**config.mk**
```make
export PLATFORM = sky130hd
export DESIGN_NAME = md5_mem_responder
export DESIGN_NICKNAME = d
export VERILOG_FILES = /design/src/rtl/md5_mem_responder.sv
export SDC_FILE = /design/constraint.sdc
export NUM_CORES = 1
export LEC_CHECK = 0
export CAP_MARGIN = 5
export CORE_MARGIN = 2
export CORE_UTILIZATION = 61
export CTS_CLUSTER_DIAMETER = 120
export CTS_CLUSTER_SIZE = 30
export DETAILED_ROUTE_END_ITERATION = 16
export GPL_TIMING_DRIVEN = 0
export PLACE_DENSITY = 0.91
export SETUP_SLACK_MARGIN = 0.5
export SYNTH_ARGS = -nofsm -noshare
export SYNTH_HDL_FRONTEND = slang
export SYNTH_SLANG_ARGS = --single-unit
```
**constraint.sdc**
```tcl
create_clock -name clk -period 10.9 [get_ports clk]
set_input_delay 2.18 -clock clk [delete_from_list [all_inputs] [get_ports clk]]
set_output_delay 2.18 -clock clk [all_outputs]
set_load 0.01 [all_outputs]
```
**src/rtl/md5_mem_responder.sv**
```systemverilog
// md5_mem_responder: RAM-bus responder for the mdfive core. It serves the input block from a
// host-loadable buffer and captures the 128-bit digest. Define MD5_MEM_TRACE_EN for the serial digest trace.
module md5_mem_responder #(
    parameter logic [63:0] IN_BASE      = 64'h4000_0000,
    parameter logic [63:0] OUT_BASE     = 64'h4000_0100,
    parameter int unsigned IN_WORDS     = 8,
    parameter int unsigned READ_LATENCY = 1
) (
    input  logic         clk,
    input  logic         reset,
    input  logic         mem_oe,
    input  logic         mem_we,
    input  logic [63:0]  mem_addr,
    input  logic [63:0]  mem_wdata,
    input  logic [11:0]  mem_size,
    output logic [63:0]  mem_rdata,
    output logic         mem_rdy,
    input  logic         load_valid,
    output logic         load_ready,
    input  logic [2:0]   load_index,
    input  logic [63:0]  load_data,
    output logic         digest_valid,
    output logic [127:0] digest,
    input  logic         digest_ack,
    output logic         err,
    output logic         trace_bit,
    output logic         trace_busy
);

    localparam int unsigned IDX_W     = (IN_WORDS > 1) ? $clog2(IN_WORDS) : 1;
    localparam int unsigned CNT_W     = 2;
    localparam logic [63:0] IN_BYTES  = 64'(IN_WORDS) << 3;
    localparam logic [63:0] OUT_BYTES = 64'd16;
    // WAIT is only used for latencies of 2 or more; the last countdown step emits the response.
    localparam logic [CNT_W-1:0] WAIT_LOAD = CNT_W'(READ_LATENCY - 2);

    localparam logic [0:0] ST_IDLE = 1'b0;
    localparam logic [0:0] ST_WAIT = 1'b1;

    logic [0:0]       state_q, state_d;
    logic [CNT_W-1:0] cnt_q, cnt_d;
    logic [63:0]      pend_q, pend_d;
    logic [63:0]      rdata_q, rdata_d;
    logic             rdy_q, rdy_d;
    logic             err_q, err_d;
    logic [63:0]      buf_q [IN_WORDS];
    logic [127:0]     digest_q, digest_d;
    logic [1:0]       cap_q, cap_d;
    logic             valid_q, valid_d;

    logic [63:0] off_in_c, off_out_c, sel_word_c, rd_data_c;
    logic        in_hit_c, out_hit_c, half_c, size_ok_c;
    logic        rd_err_c, wr_ok_c, wr_err_c;
    logic        cap_fire_c, ack_take_c, load_hit_c, load_fire_c;

    // Address/size decode shared by reads and writes.
    always_comb begin : decode
        off_in_c   = mem_addr - IN_BASE;
        off_out_c  = mem_addr - OUT_BASE;
        in_hit_c   = off_in_c < IN_BYTES;
        out_hit_c  = off_out_c < OUT_BYTES;
        half_c     = mem_size == 12'd32;
        size_ok_c  = half_c || (mem_size == 12'd64);
        sel_word_c = 64'd0;
        if (in_hit_c) begin
            sel_word_c = buf_q[off_in_c[IDX_W+2:3]];
        end else if (out_hit_c) begin
            sel_word_c = off_out_c[3] ? digest_q[127:64] : digest_q[63:0];
        end
        if (half_c) begin
            rd_data_c = {32'd0, (mem_addr[2] ? sel_word_c[63:32] : sel_word_c[31:0])};
        end else begin
            rd_data_c = sel_word_c;
        end
        rd_err_c = !(in_hit_c || out_hit_c) || !size_ok_c;
        wr_ok_c  = out_hit_c && !half_c;
        wr_err_c = !wr_ok_c || !size_ok_c || mem_oe;
    end

    assign load_ready  = (state_q == ST_IDLE) && !mem_oe && !mem_we;
    assign load_hit_c  = (32'(load_index) >> IDX_W) == 32'd0;
    assign load_fire_c = load_valid && load_ready && load_hit_c;

    // Bus FSM: writes complete from IDLE, reads wait out the configured latency.
    always_comb begin : next_state
        state_d    = state_q;
        cnt_d      = cnt_q;
        pend_d     = pend_q;
        rdata_d    = rdata_q;
        rdy_d      = 1'b0;
        err_d      = err_q;
        cap_fire_c = 1'b0;
        case (state_q)
            ST_IDLE: begin
                if (mem_we) begin
                    rdy_d      = 1'b1;
                    cap_fire_c = wr_ok_c;
                    if (wr_err_c) err_d = 1'b1;
                end else if (mem_oe) begin
                    if (rd_err_c) err_d = 1'b1;
                    if (READ_LATENCY <= 1) begin
                        rdy_d   = 1'b1;
                        rdata_d = rd_data_c;
                    end else begin
                        state_d = ST_WAIT;
                        cnt_d   = WAIT_LOAD;
                        pend_d  = rd_data_c;
                    end
                end
            end
            ST_WAIT: begin
                if (cnt_q == '0) begin
                    rdy_d   = 1'b1;
                    rdata_d = pend_q;
                    state_d = ST_IDLE;
                end else begin
                    cnt_d = cnt_q - CNT_W'(1);
                end
            end
            default: state_d = ST_IDLE;
        endcase
    end

    // Digest capture; a capture in the same cycle as an ack wins and the ack is dropped.
    always_comb begin : digest_next
        digest_d   = digest_q;
        cap_d      = cap_q;
        ack_take_c = digest_ack && valid_q && !cap_fire_c;
        if (ack_take_c) cap_d = 2'b00;
        if (cap_fire_c) begin
            if (off_out_c[3]) begin
                digest_d[127:64] = mem_wdata;
                cap_d[1]         = 1'b1;
            end else begin
                digest_d[63:0] = mem_wdata;
                cap_d[0]       = 1'b1;
            end
        end
        valid_d = ack_take_c ? 1'b0 : (valid_q || (cap_q == 2'b11));
    end

    always_ff @(posedge clk) begin
        if (reset) begin
            state_q  <= ST_IDLE;
            cnt_q    <= '0;
            pend_q   <= '0;
            rdata_q  <= '0;
            rdy_q    <= 1'b0;
            err_q    <= 1'b0;
            digest_q <= '0;
            cap_q    <= '0;
            valid_q  <= 1'b0;
            for (int i = 0; i < int'(IN_WORDS); i++) buf_q[i] <= '0;
        end else begin
            state_q  <= state_d;
            cnt_q    <= cnt_d;
            pend_q   <= pend_d;
            rdata_q  <= rdata_d;
            rdy_q    <= rdy_d;
            err_q    <= err_d;
            digest_q <= digest_d;
            cap_q    <= cap_d;
            valid_q  <= valid_d;
            if (load_fire_c) buf_q[IDX_W'(load_index)] <= load_data;
        end
    end

    assign mem_rdata    = rdata_q;
    assign mem_rdy      = rdy_q;
    assign err          = err_q;
    assign digest       = digest_q;
    assign digest_valid = valid_q;

`ifdef MD5_MEM_TRACE_EN
    logic        tbit_q, tbusy_q;
    logic [62:0] tsh_q;
    logic [5:0]  tcnt_q;
    logic        trace_start_c;

    assign trace_start_c = valid_d && !valid_q && !tbusy_q;

    // Shift digest[63:0] out LSB first; busy covers exactly the 64 bit times.
    always_ff @(posedge clk) begin
        if (reset) begin
            tbit_q  <= 1'b0;
            tbusy_q <= 1'b0;
            tsh_q   <= '0;
            tcnt_q  <= '0;
        end else if (trace_start_c) begin
            tbit_q  <= digest_q[0];
            tsh_q   <= digest_q[63:1];
            tcnt_q  <= 6'd63;
            tbusy_q <= 1'b1;
        end else if (tbusy_q) begin
            if (tcnt_q == 6'd0) begin
                tbusy_q <= 1'b0;
                tbit_q  <= 1'b0;
            end else begin
                tbit_q <= tsh_q[0];
                tsh_q  <= {1'b0, tsh_q[62:1]};
                tcnt_q <= tcnt_q - 6'd1;
            end
        end
    end

    assign trace_bit  = tbit_q;
    assign trace_busy = tbusy_q;
`else
    assign trace_bit  = 1'b0;
    assign trace_busy = 1'b0;
`endif

endmodule

```
==> impl_metrics.env <==
export IMPL_cts_max_level=1
export IMPL_min_period_over_period_pct=60.7
export IMPL_ir_worst_vdd_mv=0.129
export IMPL_initial_core_util_pct=61.4
export IMPL_path_max_fanout=7
export IMPL_clkSlewWorstSetupHoldPaths_ns=0.12
export IMPL_setup_viol=0
export IMPL_criticalPathCategory="in -> out"
export IMPL_num_rows=86
export IMPL_drtIter0Drc=3771
export IMPL_cts_path_max_buffers=3
export IMPL_cts_inserted_buffers=27
export IMPL_vias=24200
export IMPL_finalNetCount=3117
export IMPL_placed_area_sq_um=38800
export IMPL_status="completed"
export IMPL_synth_cells=2467
export IMPL_cts_hold_buf=0
export IMPL_synth_ff_type="edfxtp_1"
export IMPL_pwr_share_comb_pct=10.8
export IMPL_max_clock_freq_mhz=151
export IMPL_dieArea_sq_um=57100
export IMPL_power_leakage_nw=13.4
export IMPL_synth_distinct_cells=64
export IMPL_p_total_mw=4.84
export IMPL_hp_class="reg -> reg"
export IMPL_setup_ws_ns=4.28
export IMPL_area_growth_pct=17.4
export IMPL_synth_async_reset_ratio_pct=0
export IMPL_slew_viol_final=0
export IMPL_clkPwrFrac_pct=26.5
export IMPL_post_place_ws_ns=4.22
export IMPL_drtAntennaViolNets=0
export IMPL_track_usage_pct=38.7
export IMPL_first_pass_iters=6
export IMPL_grt_max_degree=43
export IMPL_synth_top_area_share_pct=45.7
export IMPL_rsz0062_at_grt="no"
export IMPL_tns_ns=0
export IMPL_post_dp_hpwl_mm=81.9
export IMPL_grt_pass1_vias=24200
export IMPL_ys_seq_elements=712
export IMPL_antenna_found_initial=10
export IMPL_netlist_area_sq_um=33700
export IMPL_port_buffers=398
export IMPL_clk_latency_ns=0.65
export IMPL_clock_sinks=712
export IMPL_viasPerCell=6.67
export IMPL_synthTopCellsByArea="edfxtp_1 46%, dfxtp_1 12%, mux4_2 11%"
export IMPL_switching_share_pct=23.7
export IMPL_hold_depth=2
export IMPL_r2r_cells=6
export IMPL_overflow=0
export IMPL_hold_viol_final=0
export IMPL_die_width_microns=239
export IMPL_switching_power_mw=1.14
export IMPL_cts_root_buffer="clkbuf_16"
export IMPL_num_io_pins=411
export IMPL_worst_pin_slew_ns=1.31
export IMPL_startpoint_type="input pin"
export IMPL_maxCapViolations=0
export IMPL_place_congestion=0.966
export IMPL_max_slew_margin_rel_pct=12.7
export IMPL_routed_wl_mm=112
export IMPL_die_h_microns=239
export IMPL_postCtsSetupBuffers=0
export IMPL_fp_coreArea_sq_um=54900
export IMPL_cp_required_ns=8.72
export IMPL_wl_per_cell_microns=30.7
export IMPL_critical_path_arrival_ns=4.44
export IMPL_fin_area_sq_um=39500
export IMPL_drive_above_1_share_pct=11.2
export IMPL_tritoncts="yes"
export IMPL_synth_area_per_cell_sq_um=13.6
export IMPL_seq_power_share_pct=62.7
export IMPL_cp_end_kind="output port"
export IMPL_ys_seq_area_share_pct=57.6
export IMPL_final_common_cell="and2_1"
export IMPL_fin_skew_ns=0.0479
export IMPL_pwr_density_cell_nw_per_um2=122
export IMPL_intPower_mw=3.69
export IMPL_num_fill_cells=3404
export IMPL_min_period_ns=6.62
export IMPL_cts_resized=0
export IMPL_mostFrequentLayoutCells="513 x and2_1, 512 x edfxtp_1, 398 x clkdlybuf4s50_1, 200 x dfxtp_1, 196 x nand2b_1"
export IMPL_synth_top_cell_by_area="edfxtp_1"
export IMPL_grt_pass1_wl_mm=160
export IMPL_yosys_warnings=0
export IMPL_synth_edf_count=512
export IMPL_drcViolationCount=0
-- worst max-delay path: stages --
cell	delay, ns
clkdlybuf4s50_1	0.63
nor3_1	0.83
clkdlybuf4s50_1	0.78
-- cells by family after synthesis --
group	Yosys count	share of synthesized area, %
flops	712	57.6
compound gates	206	4.35
simple gates	931	16.9
mux	415	18.5
fa+ha+maj	1	0.0372
buf+inv	198	2.51
other cells	1	0.0111
xor+xnor	3	0.0780
-- flip-flops by register name (all words and copies together) (netlist names) --
register	flops
buf_q	512
digest	128
mem_rdata	64
cap_q	2
cnt_q	2
digest_valid	1
err	1
mem_rdy	1
state_q	1
-- worst paths after layout --
path         startpoint           end  slack [ns]
max              mem_we    load_ready        4.28
min          digest[12]    digest[12]        0.50
max reg2reg     state_q  buf_q[1][41]        7.08
min reg2reg  digest[12]    digest[12]        0.50
-- cell usage after synthesis (26+ instances only) --
| cell type | n |
|---|---|
| a22oi_1 | 64 |
| and2_1 | 513 |
| clkbuf_1 | 145 |
| dfxtp_1 | 200 |
| edfxtp_1 | 512 |
| mux2_2 | 92 |
| mux2i_1 | 165 |
| mux4_2 | 158 |
| nand2_1 | 26 |
| nand2b_1 | 196 |
| nand3_1 | 42 |
| nor2_1 | 29 |
| o21ai_1 | 31 |
| o31ai_1 | 36 |
-- power groups by stage --
stage	registers (mW)	clock network, mW	logic, mW
6_report	3.03	1.28	0.524
5_1_grt	3.04	1.35	0.538
4_1_cts	3.03	1.26	0.511
3_5_place_dp	3.09	0	0.506
3_3_place_gp	3.08	0	0.484
2_1_floorplan	3.07	0	0.253
-- through the flow --
| step | cells | hold WS, ns | util, % |
|---|---|---|---|
| after floorplan | 2468 | 0.478 | - |
| after global placement | 3570 | 0.474 | 70.2 |
| after detailed placement | 3578 | 0.481 | 70.6 |
| after CTS | 3616 | 0.503 | 72.0 |
| after global routing | 3622 | 0.524 | 72.0 |
| final | 3627 | 0.502 | 72.0 |
-- area by class of cell --
type / instances / area (sq um) / area share (%)
Sequential cell: 712 / 19400 / 49.0
Multi-Input combinational cell: 1558 / 13500 / 34.1
Timing Repair Buffer: 406 / 4190 / 10.6
Tap cell: 704 / 881 / 2.23
Buffer: 185 / 797 / 2.02
Clock buffer: 36 / 709 / 1.80
Inverter: 13 / 48.8 / 0.123
Antenna cell: 11 / 27.5 / 0.0697
Clock inverter: 2 / 17.5 / 0.0443
-- metal layers --
metal,track usage (%),share of wire (%),vias to the layer above
met1,49.4,35,12100
met3,7.97,11,385
li1,-,-,10000
met5,0,0.013,-
met4,21.0,6.6,2
met2,62.4,47,1739
Note: power is estimated with default switching activity, not from simulation.
